===== src/rtl/s9_edge_cnt_if.sv =====
// ----------------------------------------------------------------------------
// Module   : s9_edge_cnt_if
// Brief    : Level input, control and count/snapshot outputs of s9_edge_cnt.
// Revision : 1.0 - initial release
// ----------------------------------------------------------------------------
`default_nettype none

interface s9_edge_cnt_if #(
    parameter int CNT_W = 8
);
    logic             din;
    logic             clr;
    logic             rd_req;
    logic             filt;
    logic             rise;
    logic             fall;
    logic [CNT_W-1:0] rise_cnt;
    logic [CNT_W-1:0] fall_cnt;
    logic             ovf;
    logic             snap_vld;
    logic [CNT_W-1:0] snap_rise;
    logic [CNT_W-1:0] snap_fall;

    modport master (
        output din, clr, rd_req,
        input  filt, rise, fall, rise_cnt, fall_cnt, ovf,
        input  snap_vld, snap_rise, snap_fall
    );

    modport slave (
        input  din, clr, rd_req,
        output filt, rise, fall, rise_cnt, fall_cnt, ovf,
        output snap_vld, snap_rise, snap_fall
    );
endinterface

`default_nettype wire


===== src/rtl/s9_edge_cnt.sv =====
// ----------------------------------------------------------------------------
// Module   : s9_edge_cnt
// Brief    : Debounces a level, pulses on edges, counts edges with saturation
//            and offers a coherent snapshot of both counts.
// Revision : 1.0 - initial release
// ----------------------------------------------------------------------------
`default_nettype none

module s9_edge_cnt #(
    parameter int STABLE_CYC = 2,
    parameter int CNT_W      = 8
) (
    input  wire logic         clk,
    input  wire logic         rst,
    s9_edge_cnt_if.slave      bus
);
    localparam int            c_SW       = $clog2(STABLE_CYC + 1);
    localparam logic [c_SW-1:0] c_STAB_MAX = c_SW'(STABLE_CYC);
    localparam logic [c_SW-1:0] c_STAB_ONE = c_SW'(1);

    typedef enum logic [1:0] {
        ST_LO     = 2'd0,
        ST_CHK_HI = 2'd1,
        ST_HI     = 2'd2,
        ST_CHK_LO = 2'd3
    } state_t;

    state_t           r_state;
    logic [c_SW-1:0]  r_stab;
    logic             r_din;
    logic             r_filt;
    logic             r_rise;
    logic             r_fall;
    logic [CNT_W-1:0] r_rise_cnt;
    logic [CNT_W-1:0] r_fall_cnt;
    logic             r_ovf;
    logic             r_snap_vld;
    logic [CNT_W-1:0] r_snap_rise;
    logic [CNT_W-1:0] r_snap_fall;
    logic             w_rise_evt;
    logic             w_fall_evt;

    // Edge events are the qualifying transitions out of the check states.
    always_comb begin
        w_rise_evt = (r_state == ST_CHK_HI) &&  r_din && (r_stab == c_STAB_MAX);
        w_fall_evt = (r_state == ST_CHK_LO) && !r_din && (r_stab == c_STAB_MAX);
    end

    always_ff @(posedge clk) begin
        if (!rst) begin
            r_state     <= ST_LO;
            r_stab      <= '0;
            r_din       <= 1'b0;
            r_filt      <= 1'b0;
            r_rise      <= 1'b0;
            r_fall      <= 1'b0;
            r_rise_cnt  <= '0;
            r_fall_cnt  <= '0;
            r_ovf       <= 1'b0;
            r_snap_vld  <= 1'b0;
            r_snap_rise <= '0;
            r_snap_fall <= '0;
        end else begin
            r_din  <= bus.din;
            r_rise <= 1'b0;
            r_fall <= 1'b0;

            case (r_state)
                ST_LO: begin
                    if (r_din) begin
                        r_state <= ST_CHK_HI;
                        r_stab  <= c_STAB_ONE;
                    end
                end
                ST_CHK_HI: begin
                    if (!r_din) begin
                        r_state <= ST_LO;
                        r_stab  <= '0;
                    end else if (r_stab == c_STAB_MAX) begin
                        r_state <= ST_HI;
                        r_filt  <= 1'b1;
                        r_rise  <= 1'b1;
                        r_stab  <= '0;
                    end else begin
                        r_stab  <= r_stab + c_STAB_ONE;
                    end
                end
                ST_HI: begin
                    if (!r_din) begin
                        r_state <= ST_CHK_LO;
                        r_stab  <= c_STAB_ONE;
                    end
                end
                ST_CHK_LO: begin
                    if (r_din) begin
                        r_state <= ST_HI;
                        r_stab  <= '0;
                    end else if (r_stab == c_STAB_MAX) begin
                        r_state <= ST_LO;
                        r_filt  <= 1'b0;
                        r_fall  <= 1'b1;
                        r_stab  <= '0;
                    end else begin
                        r_stab  <= r_stab + c_STAB_ONE;
                    end
                end
                default: begin
                    r_state <= ST_LO;
                    r_stab  <= '0;
                end
            endcase

            // Clear takes priority over any coincident edge.
            if (bus.clr) begin
                r_rise_cnt <= '0;
                r_fall_cnt <= '0;
                r_ovf      <= 1'b0;
            end else begin
                if (w_rise_evt) begin
                    if (&r_rise_cnt) r_ovf      <= 1'b1;
                    else             r_rise_cnt <= r_rise_cnt + 1'b1;
                end
                if (w_fall_evt) begin
                    if (&r_fall_cnt) r_ovf      <= 1'b1;
                    else             r_fall_cnt <= r_fall_cnt + 1'b1;
                end
            end

            r_snap_vld <= bus.rd_req;
            if (bus.rd_req) begin
                r_snap_rise <= r_rise_cnt;
                r_snap_fall <= r_fall_cnt;
            end
        end
    end

    assign bus.filt      = r_filt;
    assign bus.rise      = r_rise;
    assign bus.fall      = r_fall;
    assign bus.rise_cnt  = r_rise_cnt;
    assign bus.fall_cnt  = r_fall_cnt;
    assign bus.ovf       = r_ovf;
    assign bus.snap_vld  = r_snap_vld;
    assign bus.snap_rise = r_snap_rise;
    assign bus.snap_fall = r_snap_fall;
endmodule

`default_nettype wire


===== src/flat_wrapper.sv =====
// flat-port wrapper written by rule: the top's interface ports become plain ports
module s9_edge_cnt_flat 
#(
    parameter int STABLE_CYC = 2,
    parameter int CNT_W      = 8
)
  (clk, rst, bus_din, bus_clr, bus_rd_req, bus_filt, bus_rise, bus_fall, bus_rise_cnt, bus_fall_cnt, bus_ovf, bus_snap_vld, bus_snap_rise, bus_snap_fall);
  s9_edge_cnt_if #(.CNT_W(CNT_W)) bus_i ();
  input  wire logic clk;
  input  wire logic rst;
  input wire logic [$bits(bus_i.din)-1:0] bus_din;
  input wire logic [$bits(bus_i.clr)-1:0] bus_clr;
  input wire logic [$bits(bus_i.rd_req)-1:0] bus_rd_req;
  output wire logic [$bits(bus_i.filt)-1:0] bus_filt;
  output wire logic [$bits(bus_i.rise)-1:0] bus_rise;
  output wire logic [$bits(bus_i.fall)-1:0] bus_fall;
  output wire logic [$bits(bus_i.rise_cnt)-1:0] bus_rise_cnt;
  output wire logic [$bits(bus_i.fall_cnt)-1:0] bus_fall_cnt;
  output wire logic [$bits(bus_i.ovf)-1:0] bus_ovf;
  output wire logic [$bits(bus_i.snap_vld)-1:0] bus_snap_vld;
  output wire logic [$bits(bus_i.snap_rise)-1:0] bus_snap_rise;
  output wire logic [$bits(bus_i.snap_fall)-1:0] bus_snap_fall;
  assign bus_i.din = bus_din;
  assign bus_i.clr = bus_clr;
  assign bus_i.rd_req = bus_rd_req;
  assign bus_filt = bus_i.filt;
  assign bus_rise = bus_i.rise;
  assign bus_fall = bus_i.fall;
  assign bus_rise_cnt = bus_i.rise_cnt;
  assign bus_fall_cnt = bus_i.fall_cnt;
  assign bus_ovf = bus_i.ovf;
  assign bus_snap_vld = bus_i.snap_vld;
  assign bus_snap_rise = bus_i.snap_rise;
  assign bus_snap_fall = bus_i.snap_fall;
  s9_edge_cnt #(.STABLE_CYC(STABLE_CYC), .CNT_W(CNT_W)) u_core (.clk(clk), .rst(rst), .bus(bus_i));
endmodule

===== config.mk =====
export PLATFORM = sky130hd
export DESIGN_NAME = s9_edge_cnt_flat
export DESIGN_NICKNAME = d
export VERILOG_FILES = /design/src/rtl/s9_edge_cnt_if.sv /design/src/rtl/s9_edge_cnt.sv /design/src/flat_wrapper.sv
export SDC_FILE = /design/constraint.sdc
export NUM_CORES = 1
export LEC_CHECK = 0
export ABC_AREA = 1
export CAP_MARGIN = 25
export CELL_PAD_IN_SITES_DETAIL_PLACEMENT = 0
export CELL_PAD_IN_SITES_GLOBAL_PLACEMENT = 2
export CORE_ASPECT_RATIO = 1.75
export CORE_MARGIN = 2
export CORE_UTILIZATION = 27
export CTS_BUF_LIST = sky130_fd_sc_hd__clkbuf_16
export DETAILED_ROUTE_END_ITERATION = 12
export HOLD_SLACK_MARGIN = 0.02
export MAX_ROUTING_LAYER = met4
export PLACE_DENSITY_LB_ADDON = 0.1
export SYNTH_ARGS = -nofsm -noshare
export SYNTH_HDL_FRONTEND = slang
export SYNTH_SLANG_ARGS = --single-unit

===== constraint.sdc =====
create_clock -name clk -period 1.7 [get_ports clk]
set_input_delay 0.34 -clock clk [delete_from_list [all_inputs] [get_ports clk]]
set_output_delay 0.34 -clock clk [all_outputs]
set_load 0.01 [all_outputs]

Word level (Yosys, flattened, before mapping)
Cells that the tools add are included.
{"block": "op_classes", "add_sub_neg": 3, "n_eq_ne": 12, "n_bitwise": 4, "reduce_logical": 17, "muxes": 22}
{"cell": "two-way mux 2 bit", "n": 10}
{"cell": "adder 8 x 1 -> 8 bit, second input constant", "n": 2}
{"cell": "case mux 2 bit (4 select lines)", "n": 2}
{"cell": "AND reduction 8 bit", "n": 2}
{"cell": "two-way mux 1 bit", "n": 9}
{"cell": "inequality test 2 bit, second input constant", "n": 4}
{"cell": "equality test 2 bit, second input constant", "n": 3}
{"cell": "AND reduction 2 bit", "n": 3}
{"cell": "AND reduction 5 bit", "n": 1}
{"cell": "logical AND 1 bit", "n": 4}
{"cell": "inequality test 2 x 1 -> 1 bit, second input constant", "n": 2}
{"cell": "NOT 1 bit", "n": 4}
{"cell": "AND reduction 4 bit", "n": 1}
{"cell": "inequality test 3 x 2 -> 1 bit, second input constant", "n": 1}
{"cell": "inequality test 3 bit, second input constant", "n": 1}
{"cell": "AND reduction 3 bit", "n": 1}
{"cell": "OR reduction 3 bit", "n": 1}
{"cell": "adder 2 x 1 -> 2 bit, second input constant", "n": 1}
{"cell": "equality test 2 x 1 -> 1 bit, second input constant", "n": 1}
{"cell": "zero test 2 bit", "n": 1}
{"cell": "case mux 1 bit (2 select lines)", "n": 1}
{"cell": "nonzero test 2 bit", "n": 1}
{"cell": "OR reduction 2 bit", "n": 1}
{"cell": "zero test 1 bit", "n": 1}
{"block": "word_totals", "regBits": 42}

Depth between registers and ports, before layout
Gate-level depths: netlist of the first run.
{"block": "depth", "word_depth": 6, "depth_mapped": 8, "mapped_depth_nobuf": 8}

Worst setup path after synthesis of the first run
OpenSTA, ideal clock, no wires.
{"block": "synth_path", "path_kind": "register -> register", "from": "register u_core.r_rise_cnt[1], in the netlist u_core.bus.rise_cnt[1]", "to": "register u_core.r_rise_cnt[1], in the netlist u_core.bus.rise_cnt[1]", "required_ns": 1.584, "period_less_slack_ns": 1.342, "n_path_buf": 0, "setup_slack_ns": 0.358, "stages_incl_launch_ff": 9, "t_arrival_ns": 1.226, "cell_sequence": "dfxtp_1 -> ha_1 -> inv_1 -> nor2_2 -> nand2_2 -> nand2_4 -> inv_4 -> nor2_1 -> nor2_1"}
{"block": "synth_between", "elab_chain_len": 3, "word_cells_on_any_way": 4}
{"element": "from (decl)", "line": "s9_edge_cnt.sv:34", "source": "logic [CNT_W-1:0] r_rise_cnt;"}
{"element": "from (signal assigned)", "line": "s9_edge_cnt.sv:121", "source": "else r_rise_cnt <= r_rise_cnt + 1'b1;"}
{"element": "branches (longest 3 deep; another with adder 8 x 1 -> 8 bit)"}
Several ways; the timed one is not identified.
A chain may end at the register's enable or synchronous reset.

Worst setup path after layout of the first run
{"block": "layout_path", "from": "register u_core.r_fall_cnt[1], in the netlist u_core.bus.fall_cnt[1]", "to": "output port bus_fall_cnt[1]"}
{"element": "from (decl)", "line": "s9_edge_cnt.sv:35", "source": "logic [CNT_W-1:0] r_fall_cnt;"}
{"element": "from (signal assigned)", "line": "s9_edge_cnt.sv:125", "source": "else r_fall_cnt <= r_fall_cnt + 1'b1;"}
{"element": "to (decl)", "line": "flat_wrapper.sv:18", "source": "output wire logic [$bits(bus_i.fall_cnt)-1:0] bus_fall_cnt;"}
No word-level cell between the ends.

==> flow_summary.ini, run 1 <==
[detailed_routing]
first_pass_iters = 4
vias_per_cell = 4.429
route.detailed.drc = 0
wl_per_cell_um = 12.72
first_iter_violations = 99
antenna_left = 0
wl_um = 4858
routed-via-count = 1692

[logic_synthesis]
ys_top_cells_by_count = nand2_1 (48), dfxtp_1 (42), nor2_1 (41)
yosysTopAreaCell = dfxtp_1
postSynthCellCount = 245
synthMostInstantiatedCell = nand2_1
syn_nets = 252
synth_edf_count = 0
synthTopCellsByArea = dfxtp_1 (46%), nand2_1 (9.9%), nor2_1 (8.4%)
ys_types = 26
synth_mux_area_share_pct = 0
yosys.area_share.xor_xnor_pct = 1.922
synth_warnings = 0
synthFlopType = dfxtp_1
synth_top_family_by_area = simple AND/OR/NAND/NOR gates
ys_async_sr_fraction_pct = 0
synthSimpleGateAreaFrac_pct = 30.68
synth_top_area_share_pct = 46.12
synth-compound-area-share_pct = 13.11
synth_area_um2 = 1823
synth_fa_ha_area_share_pct = 1.373
syn_area_per_cell_um2 = 7.441
seq_area_frac_synth_pct = 46.12
ys_ff_latch = 42

[cts]
holdBufCountCts = 0
clockBufferDepth = 2
ctsResizeCount = 0
cts-root-buf = clkbuf_16
numCtsBuffers = 5
cts_setup_buffers = 0
cts_tree = built
clkSlewWorstSetupHoldPaths_ns = 0.06
clk_latency_ns = 0.28
clock-sinks = 42
htree_levels = 2

[global_route]
grt_remaining_overflow = 0
grt_start_max_net_pins = 18
grt_pass1_wl_um = 8155
grt_antenna_before_repair = 0
grt_usage_pct = 14.80
grt_pass1_vias = 1671

[floorplanning]
dieHeight_um = 112.7
ios = 42
fp-row-count = 39
coreArea_um2 = 6539
die_w_um = 66.12
start_util_pct = 27.88
dieArea_um2 = 7451

[sta]
finalCriticalPeriod_ns = 1.638
worstMarginPinSlew_ns = 0.2552
max_freq_mhz = 610.3
hold_violations = 0
finalSetupTns_ns = 0
skew_ns = 0.001058
slew_headroom_pct = 82.95
rsz0062_at_grt = false
drv_slew = 0
final.setup.worst_slack_ns = 0.06156
fin_crit_sh_pct = 96.38
finalSetupViolations = 0

[placed_design]
hpwl_um = 3729
port_buffers = 41
postPlaceCellArea_um2 = 2406
gp_congestion = 0.7683
dpl_worst_slack_ns = 0.1347

[pwr]
power_uw = 2051
vdd_drop_max_v = 0.0004565
pwr_density_cell_nw_per_um2 = 807.9
p_leak_uw = 0.0009911

[status]
status = finished clean

[setup_path]
cp_data_required_time_ns = 1.36
crit_type = reg2out
path_max_fanout = 3
crit_arrival_ns = 1.30
cp-start-kind = register
crit_path_end_kind = output port

[run]
cap_viol_max_count = 0

[min_path]
hold_class = reg2reg

[final_layout]
final_nets = 307
finish.instance_area_um2 = 2539
num_antenna_cells = 0
drive_above_1_share_pct = 13.33
syn2layout_area_growth_pct = 39.26
[where the power goes]
group | total (uW) | internal (uW) | switching (uW)
Combinational | 137 | 66.1 | 71.3
Sequential | 1030 | 1010 | 16.2
Clock | 887 | 525 | 362
Total | 2050 | 1600 | 450
[area by class of cell]
cell class                      count  area, um^2
Fill cell                         701        4000
Multi-Input combinational cell    171       858.3
Sequential cell                    42       840.8
Timing Repair Buffer               53       500.5
Clock buffer                        5       125.1
Inverter                           27       103.9
Tap cell                           82       102.6
Clock inverter                      2       7.507
[state kept, by name, summed over array words and instances (netlist names), named ones only]
| register | flops |
|---|---|
| u_core.bus.fall_cnt | 8 |
| u_core.bus.rise_cnt | 8 |
| u_core.bus.snap_fall | 8 |
| u_core.bus.snap_rise | 8 |
| u_core.r_stab | 2 |
| u_core.bus.fall | 1 |
| u_core.bus.filt | 1 |
| u_core.bus.ovf | 1 |
| u_core.bus.rise | 1 |
| u_core.bus.snap_vld | 1 |
| u_core.r_din | 1 |
| u_core.r_state | 1 |
[cell families (layout without fill, tap and decap cells)]
| group | after synthesis | count (layout) |
|---|---|---|
| compound gates | 44 | 44 |
| buf+inv | 32 | 87 |
| simple gates | 121 | 121 |
| xor+xnor | 4 | 4 |
| fa+ha+maj | 2 | 2 |
| flops | 42 | 42 |
[cell usage in the layout (no fill, tap or decap), drive strengths merged]
master	count
nand3	13
o22ai	1
buf	12
nand3b	1
clkdlybuf4s50	41
nand4	3
o21ai	21
inv	29
clkbuf	5
dfxtp	42
nor3	1
ha	2
a211oi	1
nor2	46
a21oi	21
nand2	57
xor2	4
[per-stage QoR]
step	hold WS, ns	instances	util, %
after floorplan	0.4376	245	-
after global placement	0.4548	375	36.80
after detailed placement	0.4507	375	36.80
after CTS	0.4585	382	38.83
after global routing	0.4893	382	38.83
final	0.4585	382	38.83
[worst max-delay path: stages (launching register included)]
cell	delay, ns
dfxtp_1	0.35
buf_4	0.13
clkdlybuf4s50_1	0.53
[worst paths after layout]
kind | startpoint | end | slack [ns] | depth (start not counted)
min | u_core.bus.filt$_SDFFE_PN0P_ | u_core.bus.filt$_SDFFE_PN0P_ | 0.46 | 2
max reg2reg | u_core.bus.fall_cnt[0]$_SDFFE_PP0P_ | u_core.bus.fall_cnt[0]$_SDFFE_PP0P_ | 0.30 | 8
min reg2reg | u_core.bus.filt$_SDFFE_PN0P_ | u_core.bus.filt$_SDFFE_PN0P_ | 0.46 | 2
max | u_core.bus.fall_cnt[1]$_SDFFE_PP0P_ | bus_fall_cnt[1] | 0.06 | 2
[routing by layer]
metal | wire length [um] | track usage [%] | vias to the layer above | part of all wire, %
met4 | 106 | 6.939 | 0 | 2.2
met5 | 0 | - | - | 0
met1 | 2069 | 17.04 | 763 | 43
met3 | 149 | 2.684 | 7 | 3.1
li1 | - | - | 893 | -
met2 | 2532 | 24.40 | 29 | 52
Note: power is estimated with default switching activity, not from simulation.
==> run 2, diff against run 1 <==
Settings changed: CORE_ASPECT_RATIO 1.75 to 0.6, PLACE_DENSITY set to 0.73, PLACE_DENSITY_LB_ADDON 0.1 to unset.
==> run 2 against run 1 <==
Sequential power hardly changed. Clock skew is 0.0063 ns higher. Sequential share of layout area hardly changed. Register-to-register slack worse by 0.11 ns. Largest power group unchanged. Power is 0.70% higher. First-iteration DRC count is 18% lower. Maximum frequency is 1.2% higher.
==> flow_summary.ini, run 2 (synthesized netlist as in run 1, its figures left out) <==
[status]
status = finished clean

[min_path]
min_path_cells = 2
worstHoldStart = u_core.bus.filt$_SDFFE_PN0P_
hold_class = reg2reg
holdPathEnd = u_core.bus.filt$_SDFFE_PN0P_

[sta]
worstMarginPinSlew_ns = 0.2851
finalSetupViolations = 0
drv_slew = 0
max_freq_mhz = 617.8
slew_headroom_pct = 80.95
finalCriticalPeriod_ns = 1.619
hold_violations = 0
whs_ns = 0.4608
rsz0062_at_grt = false
finalSetupTns_ns = 0
skew_ns = 0.007333
fin_crit_sh_pct = 95.21

[final_layout]
final_cell_mix = nand2_1 (48), nor2_1 (41), dfxtp_1 (41), clkdlybuf4s50_1 (41), inv_1 (23)
mostFrequentLayoutCell = nand2_1
syn2layout_area_growth_pct = 39.60
final_util_pct = 38.62
num_antenna_cells = 0
drive_above_1_share_pct = 12.46
finish.instance_area_um2 = 2545
final_nets = 303
fin_cells = 384

[cts]
clk_latency_ns = 0.28
clockBufferDepth = 2
numCtsBuffers = 5
cts_setup_buffers = 0
clkSlewWorstSetupHoldPaths_ns = 0.05
clock-sinks = 42
cts-root-buf = clkbuf_16
cts_tree = built
holdBufCountCts = 0
htree_levels = 2

[setup_path]
path_max_fanout = 5
r2r_slack_ns = 0.19
max_stage_delay_ns = 0.58
critPathTopFamily = buffers and inverters
reg2reg_to = u_core.bus.fall_cnt[0]$_SDFFE_PP0P_
crit_path_end_kind = output port
cp-start-kind = register
worst_r2r_path_depth = 8
path_cells = clkdlybuf4s50_1
crit_arrival_ns = 1.28
r2r_start = u_core.bus.fall_cnt[0]$_SDFFE_PP0P_
cp_data_required_time_ns = 1.36
slowest_stage = clkdlybuf4s50_1
crit_buf_inv = 1
crit_type = reg2out

[detailed_routing]
first_pass_iters = 4
first_iter_violations = 81
wl_um = 4820
vias_per_cell = 4.409
route.detailed.drc = 0
wl_per_cell_um = 12.55
routed-via-count = 1693
antenna_left = 0

[placed_design]
hpwl_um = 3557
gp_congestion = 0.7529
port_buffers = 41
dpl.cell_count = 376
postPlaceCellArea_um2 = 2407

[floorplanning]
fp-row-count = 23
ios = 42
dieHeight_um = 67.65
die_w_um = 110.1
start_util_pct = 27.66
coreArea_um2 = 6590
dieArea_um2 = 7447

[global_route]
grt_antenna_before_repair = 0
grt_usage_pct = 15.36
grt_remaining_overflow = 0
grt_pass1_wl_um = 8328
grt_start_max_net_pins = 23
grt_pass1_vias = 1693

[pwr]
vdd_drop_max_v = 0.0003740
pwr_density_cell_nw_per_um2 = 811.5
p_leak_uw = 0.0009737

[run]
cap_viol_max_count = 0
run 2: cell types whose count changed in the layout (fill, tap and decap cells not counted), sizes merged:
cell    before  now
buf         12    8
clkinv       0    3
inv         29   27
run 2: final cells by class:
| type | instances | area [um^2] |
|---|---|---|
| Timing Repair Buffer | 49 | 495.5 |
| Sequential cell | 42 | 842.1 |
| Inverter | 27 | 103.9 |
| Tap cell | 87 | 108.9 |
| Clock buffer | 5 | 125.1 |
| Multi-Input combinational cell | 171 | 858.3 |
| Fill cell | 717 | 4045 |
| Clock inverter | 3 | 11.26 |
run 2: timing repair:
action,4_1_cts,5_1_grt
endpoints found under the setup margin,0,1
resized for setup,0,1
hold endpoints to repair,0,0
run 2: report_power, final:
part / total, uW / leakage [uW] / internal (uW) / switching (uW)
registers: 1030 / 0.000343 / 1010 / 17.2
logic: 144 / 0.000565 / 70.8 / 73.6
clock network: 894 / 0.0000663 / 529 / 365
run 2: how the worst max path moves through the flow:
stage,depth (start not counted),end,from
global placement,8,u_core.bus.fall_cnt[0]$_SDFFE_PP0P_,u_core.bus.fall_cnt[0]$_SDFFE_PP0P_
floorplan,8,u_core.bus.rise_cnt[1]$_SDFFE_PP0P_,u_core.bus.rise_cnt[1]$_SDFFE_PP0P_
CTS,1,bus_fall_cnt[2],u_core.bus.fall_cnt[2]$_SDFFE_PP0P_
finish,1,bus_fall_cnt[4],u_core.bus.fall_cnt[4]$_SDFFE_PP0P_
detailed placement,6,u_core.bus.rise_cnt[1]$_SDFFE_PP0P_,rst
global route,1,bus_rise_cnt[6],u_core.bus.rise_cnt[6]$_SDFFE_PP0P_
run 2: per-stage QoR:
stage	setup WS, ns	power (uW)
after floorplan	0.3585	1111
after global placement	0.1812	1195
after detailed placement	0.1894	1194
after CTS	0.02907	2102
after global routing	0.01327	2177
final	0.08137	2065
run 2: metal layers:
layer	global-route usage, %	routed length [um]
met1	22.92	2755
met2	19.79	1779
met3	4.537	269
met4	3.323	15
met5	-	0
